==> src/rtl/cv_ctrl_pkg.sv <==
// Shared controller-port definitions: quadrature phase type, phase-to-pin table
// and the accumulator saturation helper.
package cv_ctrl_pkg;

    localparam int unsigned CV_CNT_W   = 16;
    localparam int unsigned CV_DELTA_W = 8;

    typedef logic [1:0] cv_quad_ph_t;

    // {A,B} pin levels per phase; neighbours differ in one bit so each step is a single edge
    localparam logic [1:0] CV_QUAD_PINS [4] = '{2'b11, 2'b01, 2'b00, 2'b10};

    // Clamp a signed value into the range of a width-bit two's complement number
    function automatic int cv_sat(input int value, input int unsigned width);
        int hi;
        int lo;
        int res;
        hi  = int'((32'd1 << (width - 32'd1)) - 32'd1);
        lo  = -hi - 1;
        res = value;
        if (value > hi) begin
            res = hi;
        end else if (value < lo) begin
            res = lo;
        end
        return res;
    endfunction

endpackage

==> src/rtl/cv_quad_chan.sv <==
// One spinner channel: signed motion accumulator drained as rate-limited
// quadrature steps on a pin-7/pin-9 pair.
module cv_quad_chan #(
    parameter int unsigned STEP_DIV = 2140,
    parameter int unsigned ACC_W    = 10
) (
    input  logic              clk_i,
    input  logic              reset_n_i,
    input  logic              clk_en_i,
    input  logic              enable_i,
    input  logic              delta_valid_i,
    input  logic signed [7:0] delta_i,
    output logic              ctrl_p7_o,
    output logic              ctrl_p9_o,
    output logic              busy_o
);
    import cv_ctrl_pkg::*;

    localparam int unsigned          SUM_W    = ACC_W + 1;
    localparam logic [CV_CNT_W-1:0]  CNT_LAST = CV_CNT_W'(STEP_DIV - 1);

    logic signed [ACC_W-1:0] acc;
    logic signed [ACC_W-1:0] acc_d;
    logic [CV_CNT_W-1:0]     cnt;
    logic [CV_CNT_W-1:0]     cnt_d;
    cv_quad_ph_t             ph;
    cv_quad_ph_t             ph_d;

    logic                    cap;
    logic                    acc_nz;
    logic                    tick;
    logic [1:0]              dir;
    logic [SUM_W-1:0]        acc_x;
    logic [SUM_W-1:0]        delta_x;
    logic [SUM_W-1:0]        dir_x;
    logic signed [SUM_W-1:0] sum;

    // Next-state: capture and tick are both folded into one saturating update
    always_comb begin
        cap     = enable_i & delta_valid_i;
        acc_nz  = (acc != '0);
        tick    = enable_i & clk_en_i & acc_nz & (cnt == CNT_LAST);
        dir     = 2'b00;
        if (tick) begin
            dir = acc[ACC_W-1] ? 2'b11 : 2'b01;
        end

        acc_x   = {acc[ACC_W-1], acc};
        delta_x = cap ? {{(SUM_W-CV_DELTA_W){delta_i[CV_DELTA_W-1]}}, delta_i} : '0;
        dir_x   = {{(SUM_W-2){dir[1]}}, dir};
        sum     = acc_x + delta_x - dir_x;

        acc_d   = acc;
        cnt_d   = cnt;
        ph_d    = ph;
        if (!enable_i) begin
            acc_d = '0;
            cnt_d = '0;
            ph_d  = '0;
        end else begin
            acc_d = ACC_W'(cv_sat(int'(sum), ACC_W));
            if (!acc_nz || tick) begin
                cnt_d = '0;
            end else if (clk_en_i) begin
                cnt_d = cnt + 1'b1;
            end
            if (tick) begin
                ph_d = dir[1] ? ph - 2'd1 : ph + 2'd1;
            end
        end
    end

    always_ff @(posedge clk_i or negedge reset_n_i) begin
        if (!reset_n_i) begin
            acc <= '0;
            cnt <= '0;
            ph  <= '0;
        end else begin
            acc <= acc_d;
            cnt <= cnt_d;
            ph  <= ph_d;
        end
    end

    // Pins and busy are decoded from the state registers, one clock behind them
    always_ff @(posedge clk_i or negedge reset_n_i) begin
        if (!reset_n_i) begin
            ctrl_p7_o <= 1'b1;
            ctrl_p9_o <= 1'b1;
            busy_o    <= 1'b0;
        end else begin
            ctrl_p7_o <= CV_QUAD_PINS[ph][1];
            ctrl_p9_o <= CV_QUAD_PINS[ph][0];
            busy_o    <= acc_nz;
        end
    end

endmodule

==> src/rtl/cv_spinner_quad.sv <==
// Two-player ColecoVision roller/spinner front end: two independent quadrature
// channels driving controller pins 7 and 9.
module cv_spinner_quad #(
    parameter int unsigned STEP_DIV = 2140,
    parameter int unsigned ACC_W    = 10
) (
    input  logic        clk_i,
    input  logic        reset_n_i,
    input  logic        clk_en_i,
    input  logic [1:0]  enable_i,
    input  logic [1:0]  delta_valid_i,
    input  logic [15:0] delta_i,
    output logic [1:0]  ctrl_p7_o,
    output logic [1:0]  ctrl_p9_o,
    output logic [1:0]  busy_o
);

    for (genvar g = 0; g < 2; g++) begin : g_chan
        cv_quad_chan #(
            .STEP_DIV (STEP_DIV),
            .ACC_W    (ACC_W)
        ) u_chan (
            .clk_i         (clk_i),
            .reset_n_i     (reset_n_i),
            .clk_en_i      (clk_en_i),
            .enable_i      (enable_i[g]),
            .delta_valid_i (delta_valid_i[g]),
            .delta_i       (delta_i[8*g +: 8]),
            .ctrl_p7_o     (ctrl_p7_o[g]),
            .ctrl_p9_o     (ctrl_p9_o[g]),
            .busy_o        (busy_o[g])
        );
    end

endmodule

==> config.mk <==
export PLATFORM = sky130hd
export DESIGN_NAME = cv_spinner_quad
export DESIGN_NICKNAME = d
export VERILOG_FILES = /design/src/rtl/cv_ctrl_pkg.sv /design/src/rtl/cv_quad_chan.sv /design/src/rtl/cv_spinner_quad.sv
export SDC_FILE = /design/constraint.sdc
export NUM_CORES = 1
export LEC_CHECK = 0
export CAP_MARGIN = 30
export CORE_ASPECT_RATIO = 1.4
export CORE_UTILIZATION = 45
export DETAILED_ROUTE_END_ITERATION = 7
export HOLD_SLACK_MARGIN = 0.08
export SKIP_CTS_REPAIR_TIMING = 1
export SYNTH_ARGS = -nofsm -noshare
export SYNTH_HDL_FRONTEND = slang
export SYNTH_SLANG_ARGS = --single-unit
==> constraint.sdc <==
create_clock -name clk_i -period 11 [get_ports clk_i]
set_input_delay 1.65 -clock clk_i [delete_from_list [all_inputs] [get_ports clk_i]]
set_output_delay 1.65 -clock clk_i [all_outputs]
set_load 0.01 [all_outputs]
==> flow_metrics.env <==
export IMPL_grt_pass1_wl_microns=19200
export IMPL_io_pins=29
export IMPL_fin_area_sq_um=5510
export IMPL_vias_per_cell=5.74
export IMPL_dr_pass1_iters=4
export IMPL_synth_ff_type="dfrtp_1"
export IMPL_yosys_warnings=0
export IMPL_worst_pin_slew_ps=972
export IMPL_crit_required_ps=11230
export IMPL_cp_startpoint="clk_en_i"
export IMPL_layout_common_cells="58 x dfrtp_1, 44 x inv_1, 41 x o21ai_0, 40 x nor2_1, 39 x nand2_1"
export IMPL_synth_edf_count=0
export IMPL_worstPathCellList="clkdlybuf4s50_1, nand2_1, nor2_1, nand4_1, nor2_1, nand2_1, inv_1, fa_1, inv_1, ha_1, and3_1, a2111oi_4, nand3b_4, and2_1, a21boi_1, a211oi_1"
export IMPL_crit_arrival_ps=6040
export IMPL_place_hpwl_microns=8660
export IMPL_r2r_slack_ps=6360
export IMPL_netlist_cell_type_count=57
export IMPL_drive_gt1_share_pct=5.83
export IMPL_irDropWorstVdd_mv=0.272
export IMPL_row_count=44
export IMPL_synth_fp_nets=609
export IMPL_coreArea_sq_um=10400
export IMPL_insertion_delay_ps=330
export IMPL_power_mw=1.69
export IMPL_timing_hold_violations_final=0
export IMPL_cp_max_fo=10
export IMPL_min_period_ps=5810
export IMPL_timing_rr_start="g_chan[1].u_chan.cnt[0]"
export IMPL_crit_slowest_cell="clkdlybuf4s50_1"
export IMPL_root_buffer="clkbuf_16"
export IMPL_start_kind="input pin"
export IMPL_yosysTopAreaCellShare_pct=30.1
export IMPL_grt_pass1_vias=4073
export IMPL_r2r_end="g_chan[1].u_chan.acc[4]"
export IMPL_dr_total_vias=4044
export IMPL_cp_end_kind="flop"
export IMPL_crit_end="g_chan[0].u_chan.acc[7]"
export IMPL_diodes=0
export IMPL_htreeDepth=3
export IMPL_drv_cap=0
export IMPL_antenna_found_initial=0
export IMPL_rr_worst_depth=15
export IMPL_cts_buffers=9
export IMPL_drt_wl_total_microns=11300
export IMPL_synth_seq_area_share_pct=32.3
export IMPL_min_path_type="reg -> reg"
export IMPL_grt_use_total_pct=22.1
export IMPL_relSlewSlack_pct=35.0
export IMPL_dpl_cell_area_sq_um=5170
export IMPL_numPortBuffers=28
export IMPL_fillers=947
export IMPL_initialDrtViolationCount=165
export IMPL_synth_top_cell_by_area="dfrtp_1"
export IMPL_initial_core_util_pct=46.3
export IMPL_slew_violations=0
export IMPL_clock_path_buffers=2
export IMPL_status="finished clean"
export IMPL_die_area_sq_um=11100
export IMPL_nNetsFinal=628
export IMPL_cts_tree="yes"
export IMPL_overflow=0
export IMPL_globalplace_congestion=0.931
export IMPL_critPathKind="in -> reg"
export IMPL_drcViolationCount=0
export IMPL_clock_skew_ps=6.16
export IMPL_fmax_mhz=172
export IMPL_syn2layout_area_growth_pct=14.3
export IMPL_syn_inst=542
export IMPL_netlist_area_sq_um=4820
export IMPL_drtAntennaViolNets=0
export IMPL_grt_max_degree=63
export IMPL_syn_avg_cell_area_sq_um=8.89
export IMPL_power_density_nw_per_um2=307
export IMPL_synthArstFlopShare_pct=100
export IMPL_rsz0062_at_grt="no"
export IMPL_post_route_period_util_pct=52.9
export IMPL_layout_commonest_cell="dfrtp_1"
export IMPL_setup_viol=0
export IMPL_p_leak_nw=2.40
export IMPL_clock_sinks=62
export IMPL_avgRoutedWirePerCell_microns=16.1
export IMPL_synth_area_top_cells="dfrtp_1 30%, fa_1 8.3%, ha_1 6.2%, o21ai_0 4.3%, xnor2_1 3.6%"
export IMPL_fp_dieW_microns=89.5
export IMPL_fin_tns_setup_ps=0
export IMPL_clkTransAtPathRegs_ps=50
export IMPL_die_y_microns=124
export IMPL_ys_seq_elements=62
export IMPL_slowest_delay_ps=630
## sequential cells by signal, summed over array words and instances (netlist names)
register                 cells
g_chan.u_chan.busy_o         2
g_chan.u_chan.ctrl_p7_o      2
g_chan.u_chan.ctrl_p9_o      2
g_chan.u_chan.ph             4
g_chan.u_chan.cnt           32
g_chan.u_chan.acc           20
## through the flow
step           util, %  hold WS [ps]  setup slack (ps)  cells
5_1_grt           52.9           455              4730    704
3_5_place_dp      49.7           424              4870    688
4_1_cts           52.9           430              5190    704
3_3_place_gp      49.7           413              4990    688
6_report          52.9           425              5190    704
2_1_floorplan        -           395              5650    542
## worst min path at each step
stage,start,slack [ps],to,cells after the start
2_1_floorplan,g_chan[0].u_chan.ph[1],390,g_chan[0].u_chan.ctrl_p9_o,1
3_3_place_gp,g_chan[1].u_chan.ph[1],410,g_chan[1].u_chan.ctrl_p9_o,1
3_5_place_dp,g_chan[0].u_chan.ph[1],420,g_chan[0].u_chan.ctrl_p9_o,1
4_1_cts,g_chan[0].u_chan.ph[1],430,g_chan[0].u_chan.ctrl_p9_o,1
5_1_grt,g_chan[1].u_chan.ph[1],450,g_chan[1].u_chan.ctrl_p9_o,1
6_report,g_chan[0].u_chan.ph[1],420,g_chan[0].u_chan.ctrl_p9_o,1
## cells in the mapped netlist, types with 7 or more instances
cell	n
nand3_1	24
nand4_1	9
and3_1	23
o21ai_0	41
clkbuf_1	14
a21oi_1	21
a21o_1	10
xnor2_1	20
a211oi_1	21
o31ai_1	9
inv_1	44
nand2_1	39
fa_1	20
nor3_1	7
nor2_1	40
nor4_1	8
dfrtp_1	58
ha_1	24
nand2b_1	8
xor2_1	16
## kinds of logic (layout without fill, tap and decap cells)
kind of cell	after synthesis	after routing	share of synthesized area, %
AND/OR/NAND/NOR	181	181	19.2
AO/OA/AOI/OAI	145	145	20.3
buffers and inverters	68	92	5.82
XOR/XNOR	36	36	6.54
adder cells (fa/ha/maj)	47	47	15.2
flip-flops	62	62	32.3
multiplexers	3	3	0.623
## final cells by class
cell class / instances / area (sq um) / area share [%]
Multi-Input combinational cell: 412 / 2980 / 54.1
Sequential cell: 62 / 1560 / 28.3
Timing Repair Buffer: 30 / 290 / 5.27
Clock buffer: 11 / 253 / 4.59
Inverter: 46 / 173 / 3.13
Tap cell: 138 / 173 / 3.13
Clock inverter: 5 / 81.3 / 1.48
## critical path: cells and delay by family
family          cells  cell delay (ps)
compound gates      3              850
fa+ha+maj           2              740
buf+inv             3              990
simple gates        8             1810
## where the power goes
part           internal (mW)  switching (mW)  total [mW]
sequential             0.269          0.0313       0.301
clock                  0.211           0.103       0.313
combinational          0.433           0.646        1.08
total                  0.913           0.780        1.69
## metal layers
metal / vias to the layer above / share of wire [%] / track usage, %
li1: 1980 / - / -
met1: 1969 / 44 / 28.5
met2: 72 / 50 / 37.2
met3: 23 / 3.2 / 3.11
met4: 0 / 2.7 / 7.94
met5: - / 0 / 0
Power figures use the tool's default switching activity.
